==> src/rtl/pkt_stream_pkg.sv <==
// Shared types and helpers for the packet stream decoder: FSM state codes,
// default start-of-packet marker and command length table lookup.
package pkt_stream_pkg;

  localparam logic [7:0] DEFAULT_HEADER = 8'hF5;

  localparam int unsigned STATE_W = 3;
  typedef logic [STATE_W-1:0] state_t;

  localparam state_t ST_IDLE     = 3'd0;
  localparam state_t ST_CMD      = 3'd1;
  localparam state_t ST_PAYLOAD  = 3'd2;
  localparam state_t ST_CHECK    = 3'd3;
  localparam state_t ST_COMPLETE = 3'd4;

  // Widest length table the lookup helper accepts.
  localparam int unsigned LEN_TABLE_MAX_W = 256;

  // Payload length of command idx from a packed table of len_w-bit entries.
  function automatic int unsigned cmd_len(input logic [LEN_TABLE_MAX_W-1:0] table_bits,
                                          input int unsigned idx,
                                          input int unsigned len_w);
    logic [LEN_TABLE_MAX_W-1:0] shifted;
    shifted = table_bits >> (idx * len_w);
    return 32'(shifted) & ((32'd1 << len_w) - 32'd1);
  endfunction

endpackage

==> src/rtl/pkt_timeout_timer.sv <==
// Inter-byte idle counter: counts enabled cycles since the last clear and
// flags the cycle in which the LIMIT-th idle cycle completes (LIMIT=0: never).
module pkt_timeout_timer #(
  parameter int unsigned WIDTH = 16,
  parameter int unsigned LIMIT = 50000
) (
  input  logic clk,
  input  logic rst_n,
  input  logic clear,
  input  logic enable,
  output logic expired_c
);

  localparam logic [WIDTH-1:0] LAST = WIDTH'((LIMIT == 0) ? 0 : LIMIT - 1);

  logic [WIDTH-1:0] count;

  assign expired_c = (LIMIT != 0) && enable && !clear && (count == LAST);

  always_ff @(posedge clk or negedge rst_n) begin
    if (!rst_n) begin
      count <= '0;
    end else if (clear || !enable || expired_c) begin
      count <= '0;
    end else begin
      count <= count + WIDTH'(1);
    end
  end

endmodule

==> src/rtl/pkt_stream_decoder.sv <==
// Header/command/payload packet decoder with valid/ready output, inter-byte
// timeout and error pulses. Define PKT_CHECKSUM_EN for a trailing XOR check byte.
module pkt_stream_decoder
  import pkt_stream_pkg::*;
#(
  parameter logic [7:0]  HEADER_BYTE  = DEFAULT_HEADER,
  parameter int unsigned NUM_CMDS     = 4,
  parameter int unsigned MAX_PAYLOAD  = 4,
  localparam int unsigned LEN_W       = $clog2(MAX_PAYLOAD + 1),
  parameter logic [NUM_CMDS*LEN_W-1:0] CMD_LEN_TABLE = {3'd4, 3'd2, 3'd1, 3'd0},
  parameter logic [15:0] TIMEOUT_CYCLES = 16'd50000
) (
  input  logic                     i_clk,
  input  logic                     n_btn_rst,
  input  logic                     i_rx_stb,
  input  logic [7:0]               i_rx_byte,
  input  logic                     i_rx_err,
  input  logic                     i_ready,
  output logic                     o_valid,
  output logic [7:0]               o_cmd,
  output logic [MAX_PAYLOAD*8-1:0] o_data,
  output logic [LEN_W-1:0]         o_len,
  output logic                     o_err_cmd,
  output logic                     o_err_rx,
  output logic                     o_err_timeout,
`ifdef PKT_CHECKSUM_EN
  output logic                     o_err_chk,
`endif
  output logic                     o_overrun
);

  localparam int unsigned DATA_W = MAX_PAYLOAD * 8;

`ifdef PKT_CHECKSUM_EN
  localparam state_t AFTER_DATA = ST_CHECK;
`else
  localparam state_t AFTER_DATA = ST_COMPLETE;
`endif

  state_t             state_q, state_d;
  logic [7:0]         cmd_q, cmd_d;
  logic [LEN_W-1:0]   len_q, len_d;
  logic [LEN_W-1:0]   cnt_q, cnt_d;
  logic [DATA_W-1:0]  buf_q, buf_d;

  logic               valid_d;
  logic [7:0]         out_cmd_d;
  logic [DATA_W-1:0]  out_data_d;
  logic [LEN_W-1:0]   out_len_d;
  logic               err_cmd_d, err_rx_d, err_timeout_d, overrun_d;
`ifdef PKT_CHECKSUM_EN
  logic [7:0]         sum_q, sum_d;
  logic               err_chk_d;
`endif

  logic               good_c, bad_c, waiting_c, expired_c;
  logic [LEN_W-1:0]   new_len_c;

  assign good_c    = i_rx_stb && !i_rx_err;
  assign bad_c     = i_rx_stb && i_rx_err;
  assign waiting_c = (state_q == ST_CMD) || (state_q == ST_PAYLOAD) || (state_q == ST_CHECK);
  assign new_len_c = LEN_W'(cmd_len(LEN_TABLE_MAX_W'(CMD_LEN_TABLE), 32'(i_rx_byte), LEN_W));

  // Idle time only accrues while a packet is partially received.
  pkt_timeout_timer #(
    .WIDTH (16),
    .LIMIT (32'(TIMEOUT_CYCLES))
  ) u_timer (
    .clk       (i_clk),
    .rst_n     (n_btn_rst),
    .clear     (i_rx_stb),
    .enable    (waiting_c),
    .expired_c (expired_c)
  );

  always_comb begin
    state_d       = state_q;
    cmd_d         = cmd_q;
    len_d         = len_q;
    cnt_d         = cnt_q;
    buf_d         = buf_q;
    valid_d       = o_valid && !i_ready;
    out_cmd_d     = o_cmd;
    out_data_d    = o_data;
    out_len_d     = o_len;
    err_cmd_d     = 1'b0;
    err_rx_d      = 1'b0;
    err_timeout_d = 1'b0;
    overrun_d     = 1'b0;
`ifdef PKT_CHECKSUM_EN
    sum_d         = sum_q;
    err_chk_d     = 1'b0;
`endif

    case (state_q)
      ST_IDLE: begin
        if (good_c && (i_rx_byte == HEADER_BYTE)) state_d = ST_CMD;
      end

      ST_CMD, ST_PAYLOAD, ST_CHECK: begin
        if (bad_c) begin
          err_rx_d = 1'b1;
          state_d  = ST_IDLE;
        end else if (expired_c) begin
          err_timeout_d = 1'b1;
          state_d       = ST_IDLE;
        end else if (good_c) begin
          if (state_q == ST_CMD) begin
            if (32'(i_rx_byte) >= NUM_CMDS) begin
              err_cmd_d = 1'b1;
              state_d   = ST_IDLE;
            end else begin
              cmd_d   = i_rx_byte;
              len_d   = new_len_c;
              cnt_d   = '0;
              buf_d   = '0;
`ifdef PKT_CHECKSUM_EN
              sum_d   = i_rx_byte;
`endif
              state_d = (new_len_c == '0) ? AFTER_DATA : ST_PAYLOAD;
            end
          end else if (state_q == ST_PAYLOAD) begin
            for (int unsigned k = 0; k < MAX_PAYLOAD; k++) begin
              if (cnt_q == LEN_W'(k)) buf_d[8*k +: 8] = i_rx_byte;
            end
            cnt_d = cnt_q + LEN_W'(1);
`ifdef PKT_CHECKSUM_EN
            sum_d = sum_q ^ i_rx_byte;
`endif
            if (cnt_d == len_q) state_d = AFTER_DATA;
          end else begin
`ifdef PKT_CHECKSUM_EN
            if (i_rx_byte == sum_q) begin
              state_d = ST_COMPLETE;
            end else begin
              err_chk_d = 1'b1;
              state_d   = ST_IDLE;
            end
`else
            state_d = ST_IDLE;
`endif
          end
        end
      end

      // A held, unaccepted packet wins over the new one.
      ST_COMPLETE: begin
        if (!o_valid || i_ready) begin
          valid_d    = 1'b1;
          out_cmd_d  = cmd_q;
          out_data_d = buf_q;
          out_len_d  = len_q;
        end else begin
          overrun_d = 1'b1;
        end
        state_d = ST_IDLE;
      end

      default: state_d = ST_IDLE;
    endcase
  end

  always_ff @(posedge i_clk or negedge n_btn_rst) begin
    if (!n_btn_rst) begin
      state_q       <= ST_IDLE;
      cmd_q         <= '0;
      len_q         <= '0;
      cnt_q         <= '0;
      buf_q         <= '0;
      o_valid       <= 1'b0;
      o_cmd         <= '0;
      o_data        <= '0;
      o_len         <= '0;
      o_err_cmd     <= 1'b0;
      o_err_rx      <= 1'b0;
      o_err_timeout <= 1'b0;
      o_overrun     <= 1'b0;
`ifdef PKT_CHECKSUM_EN
      sum_q         <= '0;
      o_err_chk     <= 1'b0;
`endif
    end else begin
      state_q       <= state_d;
      cmd_q         <= cmd_d;
      len_q         <= len_d;
      cnt_q         <= cnt_d;
      buf_q         <= buf_d;
      o_valid       <= valid_d;
      o_cmd         <= out_cmd_d;
      o_data        <= out_data_d;
      o_len         <= out_len_d;
      o_err_cmd     <= err_cmd_d;
      o_err_rx      <= err_rx_d;
      o_err_timeout <= err_timeout_d;
      o_overrun     <= overrun_d;
`ifdef PKT_CHECKSUM_EN
      sum_q         <= sum_d;
      o_err_chk     <= err_chk_d;
`endif
    end
  end

endmodule
==> config.mk <==
export PLATFORM = sky130hd
export DESIGN_NAME = pkt_stream_decoder
export DESIGN_NICKNAME = d
export VERILOG_FILES = /design/src/rtl/pkt_stream_pkg.sv /design/src/rtl/pkt_timeout_timer.sv /design/src/rtl/pkt_stream_decoder.sv
export SDC_FILE = /design/constraint.sdc
export NUM_CORES = 1
export LEC_CHECK = 0
export BUFFER_PORTS_ARGS = -buffer_cell sky130_fd_sc_hd__buf_2
export CAP_MARGIN = 20
export CELL_PAD_IN_SITES_DETAIL_PLACEMENT = 1
export CELL_PAD_IN_SITES_GLOBAL_PLACEMENT = 1
export CORE_ASPECT_RATIO = 0.7
export CORE_MARGIN = 2
export CORE_UTILIZATION = 51
export DETAILED_ROUTE_END_ITERATION = 12
export PLACE_DENSITY_LB_ADDON = 0.1
export SLEW_MARGIN = 20
export SYNTH_ARGS = -nofsm -noshare
export SYNTH_HDL_FRONTEND = slang
export SYNTH_SLANG_ARGS = --single-unit
==> constraint.sdc <==
create_clock -name i_clk -period 5.3 [get_ports i_clk]
set_input_delay 0.795 -clock i_clk [delete_from_list [all_inputs] [get_ports i_clk]]
set_output_delay 0.795 -clock i_clk [all_outputs]
set_load 0.005 [all_outputs]
Word level (Yosys, flattened, before mapping)
Cells that the tools add are included.

storage, ports and cells
  output and inout port bits = 48
  flip-flop bits (word level) = 113
  logic and storage cells = 108

operators by class
  $mul = 1
  reductions and logical operators = 33
  order comparisons = 1
  bitwise logic cells = 3
  shifts and indexed selects = 1
  mux-type cells = 36
  add/subtract/negate cells = 2
  equal/unequal tests = 14

operators with widths
  cell                   number
  $mux 32                3
  $mux 3                 12
  $mux 8                 4
  $reduce_and 7->1       4
  $add 16x1->16 const B  1
  $eq 16x16->1 const B   1
  $mux 16                1
  $mux 1                 15
  $eq 3x2->1 const B     4
  $reduce_and 6->1       2
  $shr 12x10->3 const A  1
  $mul 8x2->10 const B   1
  $reduce_bool 2->1      5
  $logic_not 3->1        3
  $eq 8x8->1 const B     1
  $ge 8x3->1 const B     1
  $eq 3x1->1 const B     2
  $logic_and 1x1->1      6
  $ne 6x5->1 const B     1
  $pmux 3 s2             1
  $logic_not 1->1        5
  $logic_or 1x1->1       5
  $ne 2x2->1 const B     2
  $ne 4x3->1 const B     1
  7 further kinds        9

Logic depth before layout (Yosys ltp)
Gate-level depths: netlist of the first run.

  depth after elaboration = 10
  mapped depth = 6
  mapped depth without buffers = 6

By module
A second synthesis of the first run with hierarchy kept.

second synthesis, totals
  cells, all modules = 353
  area, all modules = 4,774.6 µm²

by module, submodules not included
  module              area each (µm²)  instances  sequential area each (µm²)  cells an instance
  pkt_stream_decoder  3,906.2          1          2,427.3                     273
  pkt_timeout_timer   868.3            1          400.4                       80

Worst setup path before layout of the first run
Ideal clock, no wire load.

  path type = input -> register
  start = input i_rx_byte[2]
  end = register buf_q[0]
  buffers on the path = 0
  data arrival time = 1,950 ps
  data required time = 5,175 ps
  setup time = 125 ps
  setup slack = 3,225 ps
  stages = 4
  cell sequence = nor4_4 nand3_4 a21oi_4 mux2_2

on the way
  longest elaborated chain between the ends = 3

RTL lines
  element                            RTL line                   source
  start: declaration                 pkt_stream_decoder.sv:16   input logic [7:0] i_rx_byte,
  $ge 8x3->1                         pkt_stream_decoder.sv:109  if (32'(i_rx_byte) >= NUM_CMDS) begin
  $ne 2x2->1 (no source line)        --
  $reduce_and 7->1 (no source line)  --
  end signal: assignment             pkt_stream_decoder.sv:187  buf_q <= buf_d;
  end: declaration                   pkt_stream_decoder.sv:44   logic [DATA_W-1:0] buf_q, buf_d;

No other way between the ends.
A chain may end at the register's enable or synchronous reset.

Final worst setup path of the first run
  start = register state_q[2]
  end = register buf_q[4]

on the way
  longest elaborated chain between the ends = 7

RTL lines
  element                                   RTL line                   source
  start: declaration                        pkt_stream_decoder.sv:40   state_t state_q, state_d;
  start signal: assignment                  pkt_stream_decoder.sv:183  state_q <= state_d;
  $eq 3x1->1 or $eq 3x2->1 (tied branches)  --
  $logic_or 1x1->1 (2 in a row)             pkt_stream_decoder.sv:61   assign waiting_c = (state_q == ST_CMD) || (state_q == ST_PAYLOAD) || (state_q == ST_CHECK);
  $logic_and 1x1->1 (2 in a row)            pkt_timeout_timer.sv:18    assign expired_c = (LIMIT != 0) && enable && !clear && (count == LAST);
  $not 1->1 (no source line)                --
  $reduce_and 7->1 (no source line)         --

Several ways; a longest one is shown, not always the timed one.

==> run_results.csv, run 1 <==
group,metric,value,unit
hold_path,hp-class,"in2async",
floorplan,die_h,84.7,um
placed_design,io_buffers,60,
timing,hold_viol,0,
clocking,cts-resized-gates,0,
final_layout,regArea,2830,um2
timing,setup_tns,0,ns
logic_synthesis,synthArstFlopShare,100,%
grt,grt_pass1_wl,17.6,mm
drt,wl,10.7,mm
logic_synthesis,yosys-top-cells-area,"dfrtp_1, mux2_2, xnor2_1",
timing,max_slew.worst_pin.slew,0.793,ns
drt,postRouteAntennaNets,0,
timing,period_needed,2.23,ns
grt,grt_usage,23.2,%
power_and_ir_drop,power.density,347,nW/um2
logic_synthesis,ys_ff_latch,113,
clocking,cts_buffers,17,
worst_setup_path,endpoint_kind,"flip-flop",
worst_setup_path,start_kind,"flip-flop",
placed_design,placed_area,5190,um2
worst_setup_path,ff2ff_setup_slack,3.07,ns
floorplan,ioPinCount,61,
logic_synthesis,syn_inst,347,
timing,clock.fmax,449,MHz
logic_synthesis,yosysTopAreaCellShare,59.7,%
run_status,outcome,"complete, no violations",
clocking,ctsHoldBuffers,0,
worst_setup_path,criticalPathCategory,"reg2reg",
drt,viasPerCell,5.41,
drt,first_pass_iters,4,
logic_synthesis,ys_warn_count,0,
floorplan,num_rows,29,
worst_setup_path,ff2ff_path_depth,4,
worst_setup_path,critPathMaxFanout,10,
floorplan,fp.coreArea,9030,um2
final_layout,fillers,912,
floorplan,initial_core_util,52.5,%
worst_setup_path,crit_start,"state_q[2]",
worst_setup_path,endpoint,"buf_q[4]",
final_layout,diodes,0,
drt,drt_iter0_markers,125,
timing,rsz0062_at_grt,"false",
power_and_ir_drop,power_leakage,0.00289,uW
grt,first_global_vias,3284,
clocking,clock_latency,0.41,ns
placed_design,routabilityCongestion,0.792,
logic_synthesis,synth_area_per_cell,13.7,um2
clocking,clockRootBuffer,"clkbuf_16",
floorplan,die_w,119,um
final_layout,multi_input_area,1850,um2
clocking,cts_sinks,113,
drt,drc,0,
timing,clock_skew,0.0112,ns
final_layout,drive_gt1_share,41.1,%
drt,vias,3016,
timing,post-route-period-util,42.0,%
timing,finalMaxSlewViolations,0,
job,maxCapViolCount,0,
final_layout,finalInstanceArea,5760,um2
clocking,htreeDepth,4,
clocking,cts_buffer_depth,2,
logic_synthesis,yosys_most_used_dff,"dfrtp_1",
grt,antenna_found_initial,0,
clocking,post_cts_buffers,0,
worst_setup_path,worst_ep_arrival_time,2.51,ns
floorplan,dieArea,10100,um2
logic_synthesis,syn_area,4740,um2
grt,grt_max_degree,63,
drt,wire_per_inst,19.2,um
logic_synthesis,synth_top_area_cell,"dfrtp_1",
timing,report.final.setup_viol,0,
grt,grt_overflow,0,
timing,relSlewSlack,47.1,%
worst_setup_path,required,5.59,ns
logic_synthesis,yosysMostFrequentCell,"dfrtp_1",
logic_synthesis,synth_cell_type_count,42,
clocking,tritoncts,"done",
logic_synthesis,synth_commonest_cells,"dfrtp_1, mux2_2, nor2_1, and2_1",
clocking,path_clk_slew,0.05,ns
power_and_ir_drop,ir_drop,0.275,mV
logic_synthesis,seq_area_frac_synth,59.7,%
placed_design,dp_hpwl,6.88,mm
worst_setup_path,rr_endpoint,"buf_q[4]",
final_layout,syn2layout_area_growth,21.5,%
worst_setup_path,worstReg2RegStart,"state_q[2]",
logic_synthesis,synth-edff-count,0,
logic_synthesis,synth_fp_nets,366,
final_layout,nets,439,
critical path, stage by stage, from the launching register on:
cell     delay (ns)
dfrtp_1        0.52
nor3b_1        0.48
o21ai_2        0.32
a21oi_4        0.40
mux2_2         0.38
sequential cells by signal, summed over array words and instances (netlist names):
register / count
buf_q: 32
o_overrun: 1
o_err_rx: 1
cmd_q: 8
cnt_q: 3
o_valid: 1
o_data: 32
o_err_cmd: 1
len_q: 3
o_cmd: 8
o_err_timeout: 1
u_timer.count: 16
o_len: 3
state_q: 3
routing by layer:
metal	global-route usage, %	up-vias	routed length (um)
met5	0	-	0
met4	9.20	0	176
met3	5.77	13	332
met2	40.0	44	5490
met1	28.4	1581	4720
li1	-	1378	-
metrics by stage:
stage / utilization, % / setup WS, ns / hold slack [ns] / instances / power, uW
after CTS: 63.7 / 3.07 / 0.497 / 557 / 2020
after global placement: 57.2 / 2.67 / 0.466 / 524 / 918
final: 63.7 / 3.07 / 0.479 / 557 / 2000
after global routing: 63.7 / 2.93 / 0.520 / 557 / 2060
after floorplan: - / 3.23 / 0.446 / 347 / 888
after detailed placement: 57.4 / 2.76 / 0.482 / 525 / 919
layout make-up:
cell class	instances	share of cell area [%]
multi-input cells	219	32.1
repair buffers	62	5.74
clock buffers	21	7.99
well taps	124	2.69
inverters	7	0.456
flip-flops and latches	113	49.1
clock inverters	11	1.96
cells in the final DEF, fill, tap and decap left out, drive strengths merged, types with 2 or more instances in the layout:
| cell | synthesis | final |
|---|---|---|
| o31ai | 5 | 5 |
| nand4b | 2 | 2 |
| clkinv | 0 | 6 |
| nor4b | 3 | 3 |
| a21oi | 8 | 8 |
| nor4 | 3 | 3 |
| xnor2 | 12 | 12 |
| bufinv | 0 | 2 |
| or3 | 3 | 3 |
| ha | 6 | 6 |
| and3 | 3 | 3 |
| mux2 | 76 | 76 |
| nand4 | 4 | 4 |
| clkinvlp | 0 | 3 |
| nand3 | 11 | 11 |
| nand2 | 12 | 12 |
| inv | 7 | 7 |
| nor2 | 23 | 23 |
| o21ai | 9 | 9 |
| nor4bb | 2 | 2 |
| or4 | 3 | 3 |
| xor2 | 3 | 3 |
| clkbuf | 2 | 21 |
| nor3b | 2 | 2 |
| buf | 6 | 62 |
| dfrtp | 113 | 113 |
| and2 | 14 | 14 |
| nand2b | 2 | 2 |
| nor3 | 6 | 6 |
report_power, final:
part           leakage, uW  total [uW]  internal [uW]  switching [uW]
combinational      0.00103        38.0           8.15            29.9
sequential         0.00158         865            865           0.561
clock             0.000278        1090            709             385
total              0.00289        2000           1580             415
how the worst min path moves through the flow:
stage	start	to	slack (ns)	cells past startpoint
floorplan	cmd_q[1]	cmd_q[1]	0.45	1
global placement	cmd_q[4]	cmd_q[4]	0.47	1
detailed placement	cmd_q[7]	cmd_q[7]	0.48	1
CTS	n_btn_rst	u_timer.count[15]	0.50	1
global route	buf_q[26]	buf_q[26]	0.52	1
finish	n_btn_rst	u_timer.count[13]	0.48	1
cell families (layout without fill, tap and decap cells):
family                     after synthesis  after routing  synth area share [%]
xor gates and xnor gates                15             15                  2.77
adders and majority gates                6              6                  1.58
and+or+nand+nor                         96             96                  12.1
DFF                                    113            113                  59.7
AOI/OAI and AO/OA                       26             26                  4.30
muxes                                   76             76                  18.1
buffers and inverters                   15            101                  1.48
(Power assumes the default switching activity.)
==> run 2, diff against run 1 <==
- CORE_UTILIZATION: 51 -> 42
- clock period: 5.3 -> 1.95 ns (I/O delays scaled with it)
==> run_results.csv, run 2 (synthesis gave the netlist of run 1 again) <==
group,metric,value,unit
timing,post-route-period-util,97.5,%
drt,drt_iter0_markers,108,
drt,drc,0,
timing,worst_hold_slack,0.176,ns
power_and_ir_drop,clkPwrFrac,59.1,%
floorplan,initial_core_util,43.0,%
grt,grt_max_degree,114,
final_layout,syn2layout_area_growth,29.6,%
hold_path,hp-class,"in2reg",
floorplan,die_h,92.9,um
worst_setup_path,ff2ff_setup_slack,0.05,ns
job,maxCapViolCount,0,
final_layout,final_cell_mix,"dfrtp_1, mux2_2, buf_2, nor2_1, buf_4",
drt,viasPerCell,5.06,
placed_design,dp_hpwl,7.14,mm
timing,rsz0062_at_grt,"true",
worst_setup_path,crit_start,"cnt_q[0]",
timing,clock_skew,0.0142,ns
clocking,cts_sinks,113,
timing,period_needed,1.90,ns
drt,wl,10.8,mm
clocking,clockRootBuffer,"clkbuf_16",
clocking,clock_latency,0.41,ns
power_and_ir_drop,p_int,4840,uW
timing,max_slew.worst_pin.slew,0.616,ns
worst_setup_path,start_kind,"flip-flop",
worst_setup_path,endpoint_kind,"flip-flop",
timing,finalMaxSlewViolations,0,
power_and_ir_drop,p_comb_share,1.9,%
timing,hold_viol,0,
drt,first_pass_iters,4,
final_layout,final_common_cell,"dfrtp_1",
power_and_ir_drop,seqPwrFrac,39.0,%
clocking,path_clk_slew,0.05,ns
worst_setup_path,required,2.28,ns
floorplan,die_w,131,um
floorplan,dieArea,12200,um2
grt,first_global_vias,3230,
worst_setup_path,worst_ep_arrival_time,2.24,ns
final_layout,reg_top3,"buf_q: 32 flops, o_data: 32 flops, u_timer.count: 16 flops",
worst_setup_path,critPathMaxFanout,3,
power_and_ir_drop,power.density,981,nW/um2
hold_path,hold_depth,3,
placed_design,routabilityCongestion,0.789,
hold_path,hp-start,"i_rx_err",
drt,vias,3074,
timing,report.final.setup_viol,0,
placed_design,io_buffers,60,
grt,antenna_found_initial,0,
drt,postRouteAntennaNets,0,
final_layout,drive_gt1_share,45.6,%
clocking,cts_buffers,17,
grt,grt_pass1_wl,17.6,mm
grt,grt_overflow,0,
clocking,cts_buffer_depth,2,
power_and_ir_drop,report.power.total,6020,uW
floorplan,num_rows,32,
worst_setup_path,worstReg2RegStart,"cnt_q[0]",
power_and_ir_drop,ir_drop,0.604,mV
timing,clock.fmax,526,MHz
timing,relSlewSlack,58.9,%
power_and_ir_drop,switching_power,1180,uW
worst_setup_path,rr_endpoint,"state_q[1]",
floorplan,fp.coreArea,11000,um2
power_and_ir_drop,switching_share,19.6,%
final_layout,nets,460,
grt,grt_usage,19.5,%
clocking,tritoncts,"done",
floorplan,ioPinCount,61,
run_status,outcome,"complete, no violations",
final_layout,diodes,0,
worst_setup_path,ff2ff_path_depth,6,
clocking,htreeDepth,4,
drt,wire_per_inst,17.8,um
power_and_ir_drop,power_leakage,0.00304,uW
hold_path,min_to,"o_err_rx",
worst_setup_path,criticalPathCategory,"reg2reg",
==> run 2: changes by cell type in the layout (fill, tap and decap cells not counted), moves of 2 or more <==
cell        before  now
bufinv_16        2    6
buf_4            2   19
inv_2            0    2
clkbuf_1         2    0
ha_1             6    3
clkinv_2         6    1
ha_4             0    2
clkinvlp_4       3    5
buf_12           1    4
inv_1            7    5
==> run 2: repair_timing <==
item | in CTS | in global routing
hold buffers | 1 | 0
setup endpoints to repair | 1 | 7
pin swaps | 2 | 0
endpoints found under the hold margin | 8 | 0
gates resized for setup | 4 | 1
buffers inserted | 1 | 0
==> run 2: layout make-up <==
| type | count | area [um2] |
|---|---|---|
| Clock inverter | 13 | 231 |
| Multi-Input combinational cell | 219 | 1880 |
| Clock buffer | 19 | 453 |
| Sequential cell | 113 | 2830 |
| Inverter | 7 | 26.3 |
| Timing Repair Buffer | 83 | 528 |
| Fill cell | 1107 | 4870 |
| Tap cell | 153 | 191 |
==> run 2: worst max-delay path by stage <==
| stage | endpoint | slack, ns | depth (start not counted) |
|---|---|---|---|
| 6_report | state_q[1] | 0.05 | 6 |
| 5_1_grt | state_q[1] | -0.03 | 6 |
| 4_1_cts | state_q[1] | 0.04 | 6 |
| 3_5_place_dp | state_q[1] | -0.12 | 6 |
| 3_3_place_gp | state_q[1] | 0.03 | 6 |
| 2_1_floorplan | state_q[1] | 0.01 | 6 |
==> run 2: power by group through the flow <==
| stage | Clock, uW | Combinational, uW | Sequential (uW) |
|---|---|---|---|
| 2_1_floorplan | 0 | 23.4 | 2390 |
| 3_3_place_gp | 0 | 114 | 2390 |
| 3_5_place_dp | 0 | 116 | 2390 |
| 4_1_cts | 3620 | 119 | 2350 |
| 5_1_grt | 3730 | 129 | 2350 |
| 6_report | 3560 | 114 | 2350 |
==> run 2: metal layers <==
metal,vias up,global-route usage [%],wire length [um]
met2,54,29.4,5100
met1,1592,26.6,5200
met4,0,6.12,103
met5,-,0,0
li1,1419,-,-
met3,9,6.41,385
==> run 2: worst max-delay path, stage by stage (launching register included) <==
cell     delay [ns]
dfrtp_1        0.41
ha_2           0.22
ha_4           0.22
xnor2_1        0.12
o311a_1        0.31
or4_1          0.42
a21oi_2        0.13
==> run 2: metrics by stage <==
stage	util [%]	TNS, ns	cell area [um2]	cells	setup WS (ns)
2_1_floorplan	-	0	4750	347	0.0145
3_3_place_gp	49.2	0	5420	573	0.0306
3_5_place_dp	49.2	-0.116	5420	573	-0.116
4_1_cts	55.7	0	6140	607	0.0375
5_1_grt	55.8	-0.0287	6140	607	-0.0287
6_report	55.8	0	6140	607	0.0480
==> run 3, diff against run 2 <==
- ABC_AREA: default -> 1
- CORE_ASPECT_RATIO: 0.7 -> 0.6
- CORE_UTILIZATION: 42 -> 40
==> run_results.csv, run 3 <==
group,metric,value,unit
timing,timing.final.ws_setup,0.117,ns
worst_setup_path,cp_top_family,"adder cells",
worst_setup_path,criticalPathCategory,"reg2reg",
logic_synthesis,ys_ff_latch,113,
clocking,clock_latency,0.41,ns
floorplan,initial_core_util,40.8,%
final_layout,final_core_util,50.9,%
clocking,cts_buffers,17,
floorplan,num_rows,31,
floorplan,ioPinCount,61,
logic_synthesis,synth_fp_nets,510,
timing,report.final.setup_viol,0,
clocking,clockRootBuffer,"clkbuf_16",
logic_synthesis,synth_top_area_cell,"dfrtp_1",
logic_synthesis,yosysTopAreaCellShare,57.9,%
logic_synthesis,yosys_most_used_dff,"dfrtp_1",
worst_setup_path,critPathSlowestCell,"dfrtp_2",
worst_setup_path,required,2.24,ns
drt,first_pass_iters,5,
floorplan,dieArea,13100,um2
clocking,path_clk_slew,0.05,ns
clocking,tritoncts,"done",
grt,grt_overflow,0,
drt,wire_per_inst,16.1,um
logic_synthesis,yosys-top-cells-area,"dfrtp_1, mux2_2, nand2_1",
timing,post-route-period-util,94.0,%
logic_synthesis,synth-edff-count,0,
worst_setup_path,crit_start,"cnt_q[0]",
logic_synthesis,synth_area_per_cell,9.95,um2
worst_setup_path,path_cells,"ha_1, ha_1, o21ai_1, nor2_1, a21oi_1, nand3_1, nand3_1, nand2_1",
final_layout,syn2layout_area_growth,24.7,%
timing,finalMaxSlewViolations,0,
final_layout,diodes,0,
grt,grt_pass1_wl,20.0,mm
final_layout,final_cell_mix,"nand2_1, dfrtp_1, buf_2, nor2_1, mux2_2",
worst_setup_path,worst_path_largest_cell_delay,0.45,ns
timing,rsz0062_at_grt,"false",
logic_synthesis,syn_area,4890,um2
timing,relSlewSlack,62.3,%
timing,hold_viol,0,
timing,clock_skew,0.00832,ns
final_layout,reg_top3,"buf_q: 32 flops, o_data: 32 flops, u_timer.count: 16 flops",
placed_design,routabilityCongestion,0.822,
hold_path,hp-class,"in2reg",
drt,wl,12.1,mm
worst_setup_path,endpoint_kind,"flip-flop",
grt,first_global_vias,3683,
floorplan,fp.coreArea,12000,um2
job,maxCapViolCount,0,
hold_path,hp-start,"i_ready",
clocking,cts_buffer_depth,2,
floorplan,die_h,89.6,um
logic_synthesis,syn_inst,491,
timing,period_needed,1.83,ns
placed_design,dp_cells,718,
timing,setup_tns,0,ns
worst_setup_path,critPathMaxFanout,6,
drt,drc,0,
worst_setup_path,worstReg2RegStart,"cnt_q[0]",
drt,vias,3705,
final_layout,nets,592,
logic_synthesis,yosysMostFrequentCell,"nand2_1",
drt,postRouteAntennaNets,0,
worst_setup_path,critPathBufInv,0,
logic_synthesis,synth_commonest_cells,"nand2_1, dfrtp_1, nor2_1, mux2_2, nand3_1",
clocking,htreeDepth,4,
worst_setup_path,ff2ff_setup_slack,0.12,ns
clocking,cts_sinks,113,
placed_design,io_buffers,60,
logic_synthesis,synthArstFlopShare,100,%
floorplan,die_w,147,um
timing,worst_hold_slack,0.218,ns
grt,grt_usage,20.0,%
final_layout,fin_cells,750,
logic_synthesis,ys_warn_count,0,
power_and_ir_drop,power_leakage,0.00327,uW
run_status,outcome,"complete, no violations",
timing,clock.fmax,546,MHz
drt,viasPerCell,4.94,
logic_synthesis,synth_cell_type_count,34,
clocking,post_cts_buffers,0,
placed_design,dp_hpwl,8.43,mm
grt,antenna_found_initial,0,
worst_setup_path,worst_ep_arrival_time,2.12,ns
grt,grt_max_degree,73,
power_and_ir_drop,ir_drop,0.602,mV
final_layout,final_common_cell,"nand2_1",
logic_synthesis,seq_area_frac_synth,57.9,%
power_and_ir_drop,power.density,1360,nW/um2
final_layout,drive_gt1_share,28.0,%
placed_design,pre_cts_ws,0.113,ns
worst_setup_path,start_kind,"flip-flop",
drt,drt_iter0_markers,183,
timing,max_slew.worst_pin.slew,0.563,ns
## run 3: worst register-to-register path, delay by kind of cell, from the launching register on
kind                       cells  cell delay [ns]
AOI/OAI and AO/OA              2             0.33
adders and majority gates      2             0.55
DFF                            1             0.45
and+or+nand+nor                4             0.40
## run 3: cell type report
class | count | area (um2)
fill | 1346 | 5890
sequential | 113 | 2830
multi-input combinational | 326 | 1840
clock buffer | 21 | 460
timing repair buffer | 73 | 415
tap | 165 | 206
clock inverter | 10 | 181
inverter | 42 | 163
## run 3: logic make-up (layout without fill, tap and decap cells)
family	Yosys count	count (layout)	synth area share (%)
fa+ha+maj	6	6	1.54
mux	42	42	9.68
simple gates	251	251	22.7
buf+inv	52	146	4.64
xor+xnor	4	4	0.717
compound gates	23	23	2.84
flops	113	113	57.9
## run 3: report_power, final
| part | total (uW) | switching [uW] | leakage [uW] | internal, uW |
|---|---|---|---|---|
| combinational | 1840 | 1150 | 0.00141 | 691 |
| sequential | 3110 | 297 | 0.00154 | 2810 |
| clock | 3370 | 1040 | 0.000313 | 2320 |
## run 3: routing by layer
metal	GRT usage (%)	wire, um
met1	30.7	6490
met2	28.0	5090
met3	5.96	479
met4	3.71	55
met5	0	0
## run 3: what timing repair did
action,4_1_cts,5_1_grt
hold buffers,1,0
endpoints found under the setup margin,0,4
hold endpoints to repair,7,0
gates resized for setup,0,4
## run 3: path summary, 6_finish.rpt
path	end	cells after the start
max	state_q[1]	8
min	o_valid	4
max reg2reg	state_q[1]	8
min reg2reg	cmd_q[3]	2
max in group asynchronous	buf_q[27]	3
min in group asynchronous	cmd_q[4]	2
## run 3: per-stage QoR
| step | power (uW) | instance area (um2) |
|---|---|---|
| after detailed placement | 4960 | 5440 |
| after global routing | 8820 | 6090 |
| final | 8320 | 6090 |
| after floorplan | 4230 | 4890 |
| after CTS | 8420 | 6090 |
| after global placement | 4890 | 5440 |
